==> src/rtl/uart_ctrl_pkg.sv <==
// ----------------------------------------------------------------------------
// uart_ctrl_pkg
// Shared types and constants for the UART transmit arbiter.
//   state_t    : arbiter FSM states
//   HDR_MAGIC  : upper nibble of the source-ID header byte
//   hdr_byte() : builds the header byte {HDR_MAGIC, id}
// ----------------------------------------------------------------------------
package uart_ctrl_pkg;

    typedef enum logic [2:0] {
        IDLE      = 3'd0,
        HDR_START = 3'd1,
        HDR_WAIT  = 3'd2,
        DAT_START = 3'd3,
        DAT_WAIT  = 3'd4
    } state_t;

    localparam logic [3:0] HDR_MAGIC = 4'hA;

    function automatic logic [7:0] hdr_byte(input logic [3:0] id);
        return {HDR_MAGIC, id};
    endfunction

endpackage

==> src/rtl/uart_tx_arbiter_rr.sv <==
// ----------------------------------------------------------------------------
// rr_arbiter
// Combinational round-robin pick: the first set request bit found by
// searching upward from i_ptr, wrapping at N. The caller owns the pointer.
// Ports:
//   i_req   [N-1:0]          request vector
//   i_ptr   [$clog2(N)-1:0]  index with highest priority this cycle
//   o_grant [N-1:0]          one-hot grant (zero when no request)
//   o_win   [$clog2(N)-1:0]  index of the granted request
//   o_any                    at least one request present
// ----------------------------------------------------------------------------
module rr_arbiter #(
    parameter int N = 4
) (
    input  logic [N-1:0]         i_req,
    input  logic [$clog2(N)-1:0] i_ptr,
    output logic [N-1:0]         o_grant,
    output logic [$clog2(N)-1:0] o_win,
    output logic                 o_any
);
    localparam int W = $clog2(N);

    logic [W-1:0] w_idx;

    always_comb begin
        o_grant = '0;
        o_win   = '0;
        w_idx   = '0;
        o_any   = |i_req;
        // Walk from the farthest offset down to offset 0 so the closest
        // requester to the pointer is the last (winning) assignment.
        for (int k = N - 1; k >= 0; k--) begin
            w_idx = W'((int'(i_ptr) + k) % N);
            if (i_req[w_idx]) begin
                o_win = w_idx;
            end
        end
        if (o_any) begin
            o_grant[o_win] = 1'b1;
        end
    end

endmodule

==> src/rtl/uart_tx_arbiter.sv <==
// ----------------------------------------------------------------------------
// uart_tx_arbiter
// Shares one UART transmitter among NUM_REQ byte producers. Round-robin
// arbitration, optional source-ID header byte, start/done sequencing with
// the tx core, and a watchdog that aborts a transfer whose done never comes.
// Ports:
//   i_clk, i_rst         clock, synchronous active-high reset
//   i_req_valid/_data    per-requester byte offer (data at [i*DATA_W +: DATA_W])
//   o_req_ready          one-cycle accept pulse, at most one bit set
//   o_uart_start         one-cycle start pulse to the tx core
//   o_uart_data          byte to the tx core, stable from start until done
//   i_uart_done          one-cycle frame-complete pulse from the tx core
//   o_grant_id           requester currently being served
//   o_busy               FSM is not idle
//   o_err_timeout        one-cycle watchdog abort pulse
// ----------------------------------------------------------------------------
module uart_tx_arbiter
    import uart_ctrl_pkg::*;
#(
    parameter int NUM_REQ     = 4,
    parameter int DATA_W      = 8,
    parameter int HDR_EN      = 1,
    parameter int TIMEOUT_CYC = 131072
) (
    input  logic                       i_clk,
    input  logic                       i_rst,
    input  logic [NUM_REQ-1:0]         i_req_valid,
    input  logic [NUM_REQ*DATA_W-1:0]  i_req_data,
    output logic [NUM_REQ-1:0]         o_req_ready,
    output logic                       o_uart_start,
    output logic [DATA_W-1:0]          o_uart_data,
    input  logic                       i_uart_done,
    output logic [$clog2(NUM_REQ)-1:0] o_grant_id,
    output logic                       o_busy,
    output logic                       o_err_timeout
);
    localparam int ID_W = $clog2(NUM_REQ);
    localparam int WD_W = $clog2(TIMEOUT_CYC);
    localparam logic [WD_W-1:0] WD_LAST = WD_W'(TIMEOUT_CYC - 1);
    localparam logic [ID_W-1:0] ID_LAST = ID_W'(NUM_REQ - 1);

    state_t            r_state;
    state_t            w_next;
    logic [ID_W-1:0]   r_rr_ptr;
    logic [ID_W-1:0]   r_grant_id;
    logic [DATA_W-1:0] r_byte_q;
    logic [DATA_W-1:0] r_uart_data;
    logic [WD_W-1:0]   r_wd;

    logic [NUM_REQ-1:0] w_grant;
    logic [ID_W-1:0]    w_win;
    logic               w_any;
    logic               w_accept;
    logic               w_wd_expire;
    logic [DATA_W-1:0]  w_win_data;
    logic [DATA_W-1:0]  w_win_hdr;

    rr_arbiter #(.N(NUM_REQ)) u_rr (
        .i_req   (i_req_valid),
        .i_ptr   (r_rr_ptr),
        .o_grant (w_grant),
        .o_win   (w_win),
        .o_any   (w_any)
    );

    assign w_win_data  = i_req_data[w_win*DATA_W +: DATA_W];
    assign w_win_hdr   = DATA_W'(hdr_byte(4'(w_win)));
    assign w_wd_expire = (r_wd == WD_LAST);

    // Next state and handshake outputs. Done wins over watchdog expiry in
    // the same cycle, so a late-but-arrived frame is never reported as an error.
    always_comb begin
        w_next        = r_state;
        o_req_ready   = '0;
        o_uart_start  = 1'b0;
        o_err_timeout = 1'b0;
        w_accept      = 1'b0;
        case (r_state)
            IDLE: begin
                if (w_any) begin
                    w_accept    = 1'b1;
                    o_req_ready = w_grant;
                    w_next      = (HDR_EN != 0) ? HDR_START : DAT_START;
                end
            end
            HDR_START: begin
                o_uart_start = 1'b1;
                w_next       = HDR_WAIT;
            end
            HDR_WAIT: begin
                if (i_uart_done) begin
                    w_next = DAT_START;
                end else if (w_wd_expire) begin
                    o_err_timeout = 1'b1;
                    w_next        = IDLE;
                end
            end
            DAT_START: begin
                o_uart_start = 1'b1;
                w_next       = DAT_WAIT;
            end
            DAT_WAIT: begin
                if (i_uart_done) begin
                    w_next = IDLE;
                end else if (w_wd_expire) begin
                    o_err_timeout = 1'b1;
                    w_next        = IDLE;
                end
            end
            default: w_next = IDLE;
        endcase
        // Reset silences every pulse output in the reset cycle itself.
        if (i_rst) begin
            o_req_ready   = '0;
            o_uart_start  = 1'b0;
            o_err_timeout = 1'b0;
            w_accept      = 1'b0;
            w_next        = IDLE;
        end
    end

    always_ff @(posedge i_clk) begin
        if (i_rst) begin
            r_state     <= IDLE;
            r_rr_ptr    <= '0;
            r_grant_id  <= '0;
            r_byte_q    <= '0;
            r_uart_data <= '0;
            r_wd        <= '0;
        end else begin
            r_state <= w_next;

            if (w_accept) begin
                r_byte_q    <= w_win_data;
                r_grant_id  <= w_win;
                r_rr_ptr    <= (w_win == ID_LAST) ? '0 : w_win + 1'b1;
                r_uart_data <= (HDR_EN != 0) ? w_win_hdr : w_win_data;
            end else if (r_state == HDR_WAIT && i_uart_done) begin
                r_uart_data <= r_byte_q;
            end

            // Watchdog: zeroed as a WAIT state is entered, then counts WAIT cycles.
            if (r_state == HDR_START || r_state == DAT_START) begin
                r_wd <= '0;
            end else if (r_state == HDR_WAIT || r_state == DAT_WAIT) begin
                r_wd <= r_wd + 1'b1;
            end
        end
    end

    assign o_busy      = (r_state != IDLE);
    assign o_grant_id  = r_grant_id;
    assign o_uart_data = r_uart_data;

endmodule
==> config.mk <==
export PLATFORM = sky130hd
export DESIGN_NAME = uart_tx_arbiter
export DESIGN_NICKNAME = d
export VERILOG_FILES = /design/src/rtl/uart_ctrl_pkg.sv /design/src/rtl/uart_tx_arbiter_rr.sv /design/src/rtl/uart_tx_arbiter.sv
export SDC_FILE = /design/constraint.sdc
export NUM_CORES = 1
export LEC_CHECK = 0
export ABC_AREA = 0
export BUFFER_PORTS_ARGS = -buffer_cell sky130_fd_sc_hd__buf_2
export CORE_ASPECT_RATIO = 1.25
export CORE_MARGIN = 1.5
export CORE_UTILIZATION = 56
export CTS_CLUSTER_DIAMETER = 40
export DETAILED_ROUTE_END_ITERATION = 8
export PLACE_DENSITY_LB_ADDON = 0.15
export SYNTH_ARGS = -nofsm -noshare
export SYNTH_HDL_FRONTEND = slang
export SYNTH_SLANG_ARGS = --single-unit
==> constraint.sdc <==
create_clock -name i_clk -period 3.75 [get_ports i_clk]
set_input_delay 0.75 -clock i_clk [delete_from_list [all_inputs] [get_ports i_clk]]
set_output_delay 0.75 -clock i_clk [all_outputs]
set_load 0.03 [all_outputs]
# Yosys cells after proc, flatten, opt, wreduce, memory -nomap -nowiden
# Cells that the tools add are included.
[totals] reg_bits=40 out_inout_bits=17 wordCells=72
[classes] n_addsub=5 order_cmp=6 eq_ne=7 n_shift=1 n_mux=34 reduce_logical=12
[op_table] op="$shiftx 32x6->8" count=1
[op_table] op="$add 17x1->17 const B" count=1
[op_table] op="$eq 17x17->1 const B" count=1
[op_table] op="$mux 8" count=2
[op_table] op="$lt 2x3->1 const B" count=5
[op_table] op="$pmux 3 s5" count=1
[op_table] op="$mux 1" count=14
[op_table] op="$mux 3" count=4
[op_table] op="$mux 4" count=3
[op_table] op="$mux 2" count=5
[op_table] op="$bmux 1 s2" count=4
[op_table] op="$reduce_or 2->1" count=4
[op_table] op="$eq 3x2->1 const B" count=2
[op_table] op="$add 2x1->2 const B" count=2
[op_table] op="$add 2x2->2 const B" count=2
[op_table] op="$reduce_or 4->1" count=1
[op_table] op="$eq 3x1->1 const B" count=1
[op_table] op="$eq 3x3->1 const B" count=1
[op_table] op="$logic_not 3->1" count=1
[op_table] op="$reduce_bool 3->1" count=1
[op_table] op="$demux 1 s2" count=1
[op_table] op="$eq 2x2->1 const B" count=1
[op_table] op="$ge 2x1->1 const B" count=1
[op_table] op="$logic_and 1x1->1" count=2
[op_table] op="other kinds (3)" count=4

# Longest topological paths before layout
# Gate-level depths: netlist of the first run.
[depth] ltp_word=14 depth_mapped=9

# By module
# A second synthesis of the first run with hierarchy kept.
[unflattened] hier_cells=246 hier_area_um2=2125.8
[modules_own_cells] mod="uart_tx_arbiter" instances=1 cells_each=213 area_per_inst_um2=1914.3 seq_area_each_um2=800.8
[modules_own_cells] mod="rr_arbiter" instances=1 cells_each=33 area_per_inst_um2=211.5 seq_area_each_um2=0.0

# Worst setup path after synthesis of the first run
# No wires, ideal clock.
[synth_path] path_type="input-to-output" from="input i_req_valid[2]" to="output o_req_ready[1]" arrival_time_ns=2.163 slack_ns=0.837 stages=8 n_path_buf=2 cell_sequence="nor2b_1 > a21o_1 > a211o_1 > buf_4 > buf_4 > inv_2 > ha_1 > and2_1"
[synth_via] elab_chain_len=13
[synth_rtl] item="start, declared" line_no="uart_tx_arbiter.sv:27" text="input logic [NUM_REQ-1:0] i_req_valid,"
[synth_rtl] item="$bmux 1 s2" line_no="uart_tx_arbiter_rr.sv:34" text="if (i_req[w_idx]) begin"
[synth_rtl] item="$mux 1 (implied by the code)" line_no="uart_tx_arbiter_rr.sv:34"
[synth_rtl] item="$mux 2 (3 in series)" line_no="uart_tx_arbiter_rr.sv:34"
[synth_rtl] item="$mux 2 (*)" line_no="uart_tx_arbiter_rr.sv:34"
[synth_rtl] item="via u_rr.o_win[0]" line_no="uart_tx_arbiter_rr.sv:18" text="output logic [$clog2(N)-1:0] o_win,"
[synth_rtl] item="$lt 2x3->1 (implied by the code) / $ge 2x1->1 (equally long branches)" line_no="uart_tx_arbiter_rr.sv:39" text="o_grant[o_win] = 1'b1;"
[synth_rtl] item="$logic_and 1x1->1 (implied by the code)" line_no="uart_tx_arbiter_rr.sv:39"
[synth_rtl] item="$mux 1 (implied by the code)" line_no="uart_tx_arbiter_rr.sv:39"
[synth_rtl] item="$demux 1 s2 (*)"
[synth_rtl] item="$mux 4 (*)" line_no="uart_tx_arbiter.sv:80" text="if (w_any) begin"
[synth_rtl] item="$mux 4 (*)" line_no="uart_tx_arbiter.sv:78" text="case (r_state)"
[synth_rtl] item="$mux 4 (*)" line_no="uart_tx_arbiter.sv:113" text="if (i_rst) begin"
[synth_rtl] item="end, declared" line_no="uart_tx_arbiter.sv:29" text="output logic [NUM_REQ-1:0] o_req_ready,"
# The timed path passes the listed nets; every way through them passes the cells marked *. The select of a mux whose other input is x is not followed.

# Worst setup path in the final report of the first run
# Ends and elaborated chain as after synthesis.

==> results of run 1 <==
==> area by class of cell <==
cell class | instances | share of cell area (%)
clock buffers | 7 | 3.53
flip-flops and latches | 40 | 32.8
repair buffers | 57 | 11.9
clock inverters | 1 | 0.307
multi-input cells | 164 | 48.6
well taps | 39 | 2.00
inverters | 6 | 0.921
==> metal layers <==
layer  global-route usage, %  up-vias
met3                    5.42        6
met4                    9.04        0
met5                       0        -
met1                    22.8      796
li1                        -      888
met2                    39.0       39
==> critical path: cells and delay by family <==
kind	cells	cell delay [ns]
adders and majority gates	1	0.13
and+or+nand+nor	2	0.26
buffers and inverters	3	0.40
AOI/OAI and AO/OA	2	0.53
==> state kept, by name, indices dropped and copies added (netlist names) <==
register     count
r_state          3
r_byte_q         8
r_rr_ptr         2
o_grant_id       2
r_wd            17
o_uart_data      8
==> cell families (layout without fill, tap and decap cells) <==
kind of cell / Yosys count / after routing
AOI/OAI and AO/OA: 31 / 31
and+or+nand+nor: 87 / 87
buffers and inverters: 21 / 71
xor gates and xnor gates: 16 / 16
DFF: 40 / 40
adders and majority gates: 6 / 6
muxes: 24 / 24
==> where the power goes <==
part | switching, mW | internal (mW)
sequential | 0.0427 | 0.472
clock | 0.143 | 0.149
combinational | 0.207 | 0.140
==> placed cells by master, fill, tap and decap left out, types with 5 or more instances in the layout <==
cell | synthesis | final
buf_2 | 4 | 55
dfxtp_1 | 40 | 40
nor2_1 | 22 | 22
mux2i_1 | 22 | 22
nand2_1 | 15 | 15
a21oi_1 | 13 | 13
xor2_1 | 10 | 10
nand3_1 | 8 | 8
nand3b_1 | 8 | 8
o221ai_1 | 7 | 7
nor3_1 | 6 | 6
ha_1 | 6 | 6
clkbuf_8 | 0 | 6
xnor2_1 | 5 | 5
==> worst max-delay path by stage <==
| stage | from | to | slack, ns |
|---|---|---|---|
| final | i_req_valid[2] | o_req_ready[1] | 0.93 |
| after global routing | i_req_valid[1] | o_req_ready[2] | 0.84 |
| after CTS | i_req_valid[2] | o_req_ready[1] | 0.93 |
| after detailed placement | i_req_valid[2] | o_req_ready[1] | 0.93 |
| after global placement | i_req_valid[2] | o_req_ready[1] | 0.97 |
| after floorplan | i_req_valid[2] | o_req_ready[1] | 0.84 |
==> through the flow <==
step / cell area, sq um / worst slack (ns) / power [mW]
6_report: 2440 / 0.929 / 1.15
5_1_grt: 2440 / 0.843 / 1.22
4_1_cts: 2440 / 0.935 / 1.17
3_5_place_dp: 2350 / 0.934 / 0.873
3_3_place_gp: 2350 / 0.973 / 0.868
2_1_floorplan: 2090 / 0.837 / 0.792
==> impl_results.md, run 1 <==
- Status: finished, violations left
- Failing checks: design-rule violations
- Core Util, Final: 69.0%
- Reg2reg start: r_state[0]
- Total grt overflow: 0
- ANT cells: 0
- Post-Syn Nets: 270
- Async set-or-reset flop fraction in the synthesized netlist: 0%
- Fin Setup TNS: 0 ns
- Max cap viols: 0
- H-tree depth: 2
- CP Cell Sequence: buf_2, nor2b_1, a21o_1, a211o_1, inv_2, ha_1, and2_1, buf_2
- Clock buffer depth: 2
- RR Endpoint: r_byte_q[6]
- Worst skew pair latency: 0.29 ns
- Post-Synth XOR/XNOR Area: 7.06%
- Hold path cells: 2
- Pwr Density: 472 mW/mm^2
- Vias: 1729
- DIE WIDTH: 57.7 um
- CTS resizes: 0
- Delay of the slowest critical-path stage: 0.37 ns
- Highest clock rate: 355 MHz
- Hold Path Class: reg2reg
- Worst setup EP type: primary output
- Synth top area cells: dfxtp_1 38%, mux2i_1 11%, xor2_1 4.2%
- Most common cell in the netlist: dfxtp_1
- Worst path arrival time: 2.07 ns
- Register Area: 801 sq um
- CORE AREA: 0.00354 sq mm
- Leakage power: 1.07 nW
- Crit-path max FO: 5
- Worst reg2reg setup slack: 1.74 ns
- Hold buffer count at CTS: 0
- Clock Pin Slew Worst Setup and Hold Paths: 0.07 ns
- NumNets Final: 319
- Total GRT Usage: 21.4%
- Multi-input gate area: 0.00119 sq mm
- Synth Area in Adders: 3.59%
- Slowest cell on the critical path: a211o_1
- Syn-to-layout area delta: 16.9%
- ANT nets after route: 0
- Worst VDD drop: 333 uV
- Slew Viols, Final: 0
- Number of global-route vias before repair: 1620
- Post-Syn Instances: 225
- Finished Layout Cells: 314
- PortBufs: 55
- Drt first pass iters: 6
- Post-synthesis mux area share: 11.6%
- Die area: 0.00411 sq mm
- Pin count of the biggest net entering global routing: 30
- DRT Wirelength: 4120 um
- Most instantiated cells after synthesis: 40 x dfxtp_1, 22 x mux2i_1, 22 x nor2_1
- TritonCTS clock tree: done
- Hold slack: 0.451 ns
- Area share of and/or/nand/nor cells after synthesis: 23.3%
- Compound-Gate Fraction of Synth Area: 11.2%
- Initial antenna violation count: 0
- Die Y: 71.3 um
- Boundary pin count: 56
- Drt via density: 5.51
- Yosys warnings: 0
- Global-route wire length before repair: 6880 um
- Seq/Total Area, Yosys: 38.3%
- Final Hold Viols: 0
- Placer Congestion: 0.900
- Wirelength per Cell: 13.1 um
- Most frequent CP cell: buf_2
- CTS Root Cell: clkbuf_8
- Setup Viol. Count Final: 0
- Cell accounting for the most synthesized area: dfxtp_1
- Slew @ Worst Pin: 0.600 ns
- Flops & latches, synth: 40
- WL met3: 236 um
- RSZ-0062 raised after global routing: no
- Hold_sp: o_grant_id[0]
- DP HPWL: 3040 um
- Relative slew margins: 60.0%
- Setup CP Type: in2out
- Post-Place Cells: 306
- FP Rows: 24
- Num CTS Buffers: 5
- Prevailing post-synth register cell: dfxtp_1
- DRC: 7
- Worst EP required: 3.00 ns
- Yosys cell types: 41
- Initial Utilization: 59.0%
- Fill count: 300
- Post-CTS Setup Inserts: 0
- Largest family of logic cells by synthesized area: simple AND/OR/NAND/NOR gates
- Worst reg-to-reg path cell count: 6
- Number of flops mapped to enable cells by yosys: 0
- Clock sinks: 40
- Worst hold endpoint: o_grant_id[0]
- Final worst path period share: 75.2%
- Met2 WL: 2070 um
- Tmin final: 2.82 ns
- Metal-1 WL: 1740 um
- Yosys top cell area share: 38.3%
- DR iter-0 viols: 63
- Syn Area/Cell: 9.30 sq um
- Synthesized area: 0.00209 sq mm
- Type of origin of the critical path: primary input
- Layout cells sized above 1: 27.3%
- Max layer used: met4
- Clock Skew: 0.00544 ns
Power figures use the tool's default switching activity.
==> inputs of run 2 (changes only) <==
CORE_UTILIZATION = 47   (was 56)
clock period = 2.3 ns   (was 3.75 ns; I/O delays follow)
==> run 2 against run 1 <==
Against the previous run: the flow now finishes without violations; clock power rose by 61%; critical endpoint is now o_err_timeout; sequential share of layout area fell by 1.5 points; critical path type is now reg2out; die area rose by 18%; largest power group unchanged; combinational power rose by 71%.
==> impl_results.md, run 2 (synthesized netlist as in run 1, its figures left out) <==
- Status: complete, no violations
- Leakage power: 1.12 nW
- Most common cell after layout, fill and taps aside: buf_2
- Worst EP required: 1.84 ns
- Worst setup EP type: primary output
- Worst path arrival time: 1.81 ns
- Setup Viol. Count Final: 0
- Pin count of the biggest net entering global routing: 20
- Worst VDD drop: 479 uV
- Initial antenna violation count: 0
- Final Hold Viols: 0
- Drt via density: 5.09
- Wirelength per Cell: 12.4 um
- Pwr Density: 733 mW/mm^2
- Clock buffer depth: 2
- Slew @ Worst Pin: 0.577 ns
- Finished Layout Cells: 340
- Initial Utilization: 50.2%
- Hold_sp: o_grant_id[1]
- Drt first pass iters: 4
- FP Rows: 26
- Hold slack: 0.468 ns
- Num CTS Buffers: 5
- Clock Skew: 0.00362 ns
- ANT cells: 0
- CORE AREA: 0.00416 sq mm
- Crit-path max FO: 3
- Setup ws final: 0.0253 ns
- Die Y: 77.6 um
- Placer Congestion: 0.783
- Pre-CTS WS: 0.0580 ns
- Post-Place Cells: 329
- Total power: 1.89 mW
- Worst reg-to-reg path cell count: 6
- Max cap viols: 0
- Type of origin of the critical path: flop
- Reg2reg start: r_state[1]
- Slew Viols, Final: 0
- DRC: 0
- Largest reg by FF count: r_wd
- Worst skew pair latency: 0.28 ns
- Max FFs per register: 17
- Die area: 0.00486 sq mm
- Clock sinks: 40
- RSZ-0062 raised after global routing: yes
- Syn-to-layout area delta: 23.4%
- DRT Wirelength: 4210 um
- Most frequent cells in the layout: 54 x buf_2, 34 x dfxtp_1, 22 x nor2_1, 22 x mux2i_1, 14 x nand2_1
- Setup CP Type: reg2out
- Clock Pin Slew Worst Setup and Hold Paths: 0.07 ns
- Relative slew margins: 61.5%
- ANT nets after route: 0
- RR Endpoint: r_byte_q[2]
- Worst reg2reg setup slack: 0.53 ns
- Hold path cells: 2
- Number of global-route vias before repair: 1648
- Hold Path Class: reg2reg
- Total grt overflow: 0
- Boundary pin count: 56
- Global-route wire length before repair: 7450 um
- Worst hold endpoint: o_grant_id[1]
- DR iter-0 viols: 51
- PortBufs: 55
- CTS Root Cell: clkbuf_8
- DIE WIDTH: 62.7 um
- Layout cells sized above 1: 34.9%
- Final worst path period share: 98.9%
- NumNets Final: 328
- DP HPWL: 3130 um
- Tmin final: 2.27 ns
- Highest clock rate: 440 MHz
- Fin Setup TNS: 0 ns
- H-tree depth: 2
- Vias: 1732
- Total GRT Usage: 18.7%
- TritonCTS clock tree: done
run 2: metal layers:
metal,routed length [um],vias up,track usage (%)
met5,0,-,0
met4,43,0,7.56
met3,201,4,4.35
met2,2080,42,31.9
met1,1880,778,22.5
li1,-,908,-
run 2: how the worst max path moves through the flow:
stage                      to  cells past startpoint      startpoint  slack [ns]
3_3_place_gp   o_req_ready[1]                      8  i_req_valid[2]        0.09
2_1_floorplan  o_req_ready[0]                      7  i_req_valid[2]        0.03
6_report        o_err_timeout                      7        r_wd[12]        0.03
5_1_grt         o_err_timeout                      7        r_wd[11]       -0.07
3_5_place_dp   o_req_ready[3]                      8  i_req_valid[2]        0.06
4_1_cts         o_err_timeout                      7        r_wd[11]       0.002
run 2: critical path, stage by stage, from the launching register on:
cell and delay [ns]:
dfxtp_2 0.34, and3_4 0.20, and3_4 0.18, and4_1 0.20, ha_2 0.18, nand2b_1 0.08
nor4_2 0.14, buf_4 0.20
run 2: final cells by class:
type / instances / area [sq um]
clock inverters: 1 / 7.51
multi-input cells: 164 / 1230
clock buffers: 7 / 86.3
flip-flops and latches: 40 / 808
repair buffers: 66 / 360
inverters: 6 / 22.5
fillers: 394 / 1580
well taps: 56 / 70.1
run 2: power breakdown:
group | total (mW) | internal [mW] | switching, mW
Clock | 0.469 | 0.243 | 0.226
Combinational | 0.593 | 0.244 | 0.349
Sequential | 0.830 | 0.772 | 0.0585
Total | 1.89 | 1.26 | 0.634
run 2: per-stage QoR:
step | util, % | cell area, sq um
2_1_floorplan | - | 2100
3_3_place_gp | 58.3 | 2430
3_5_place_dp | 58.3 | 2430
4_1_cts | 61.7 | 2570
5_1_grt | 62.0 | 2580
6_report | 62.0 | 2580
run 2: what timing repair did:
action,4_1_cts,5_1_grt
buffers inserted,2,1
resized for setup,12,2
hold buffers,0,0
pin swaps,1,1
setup endpoints to repair,1,4
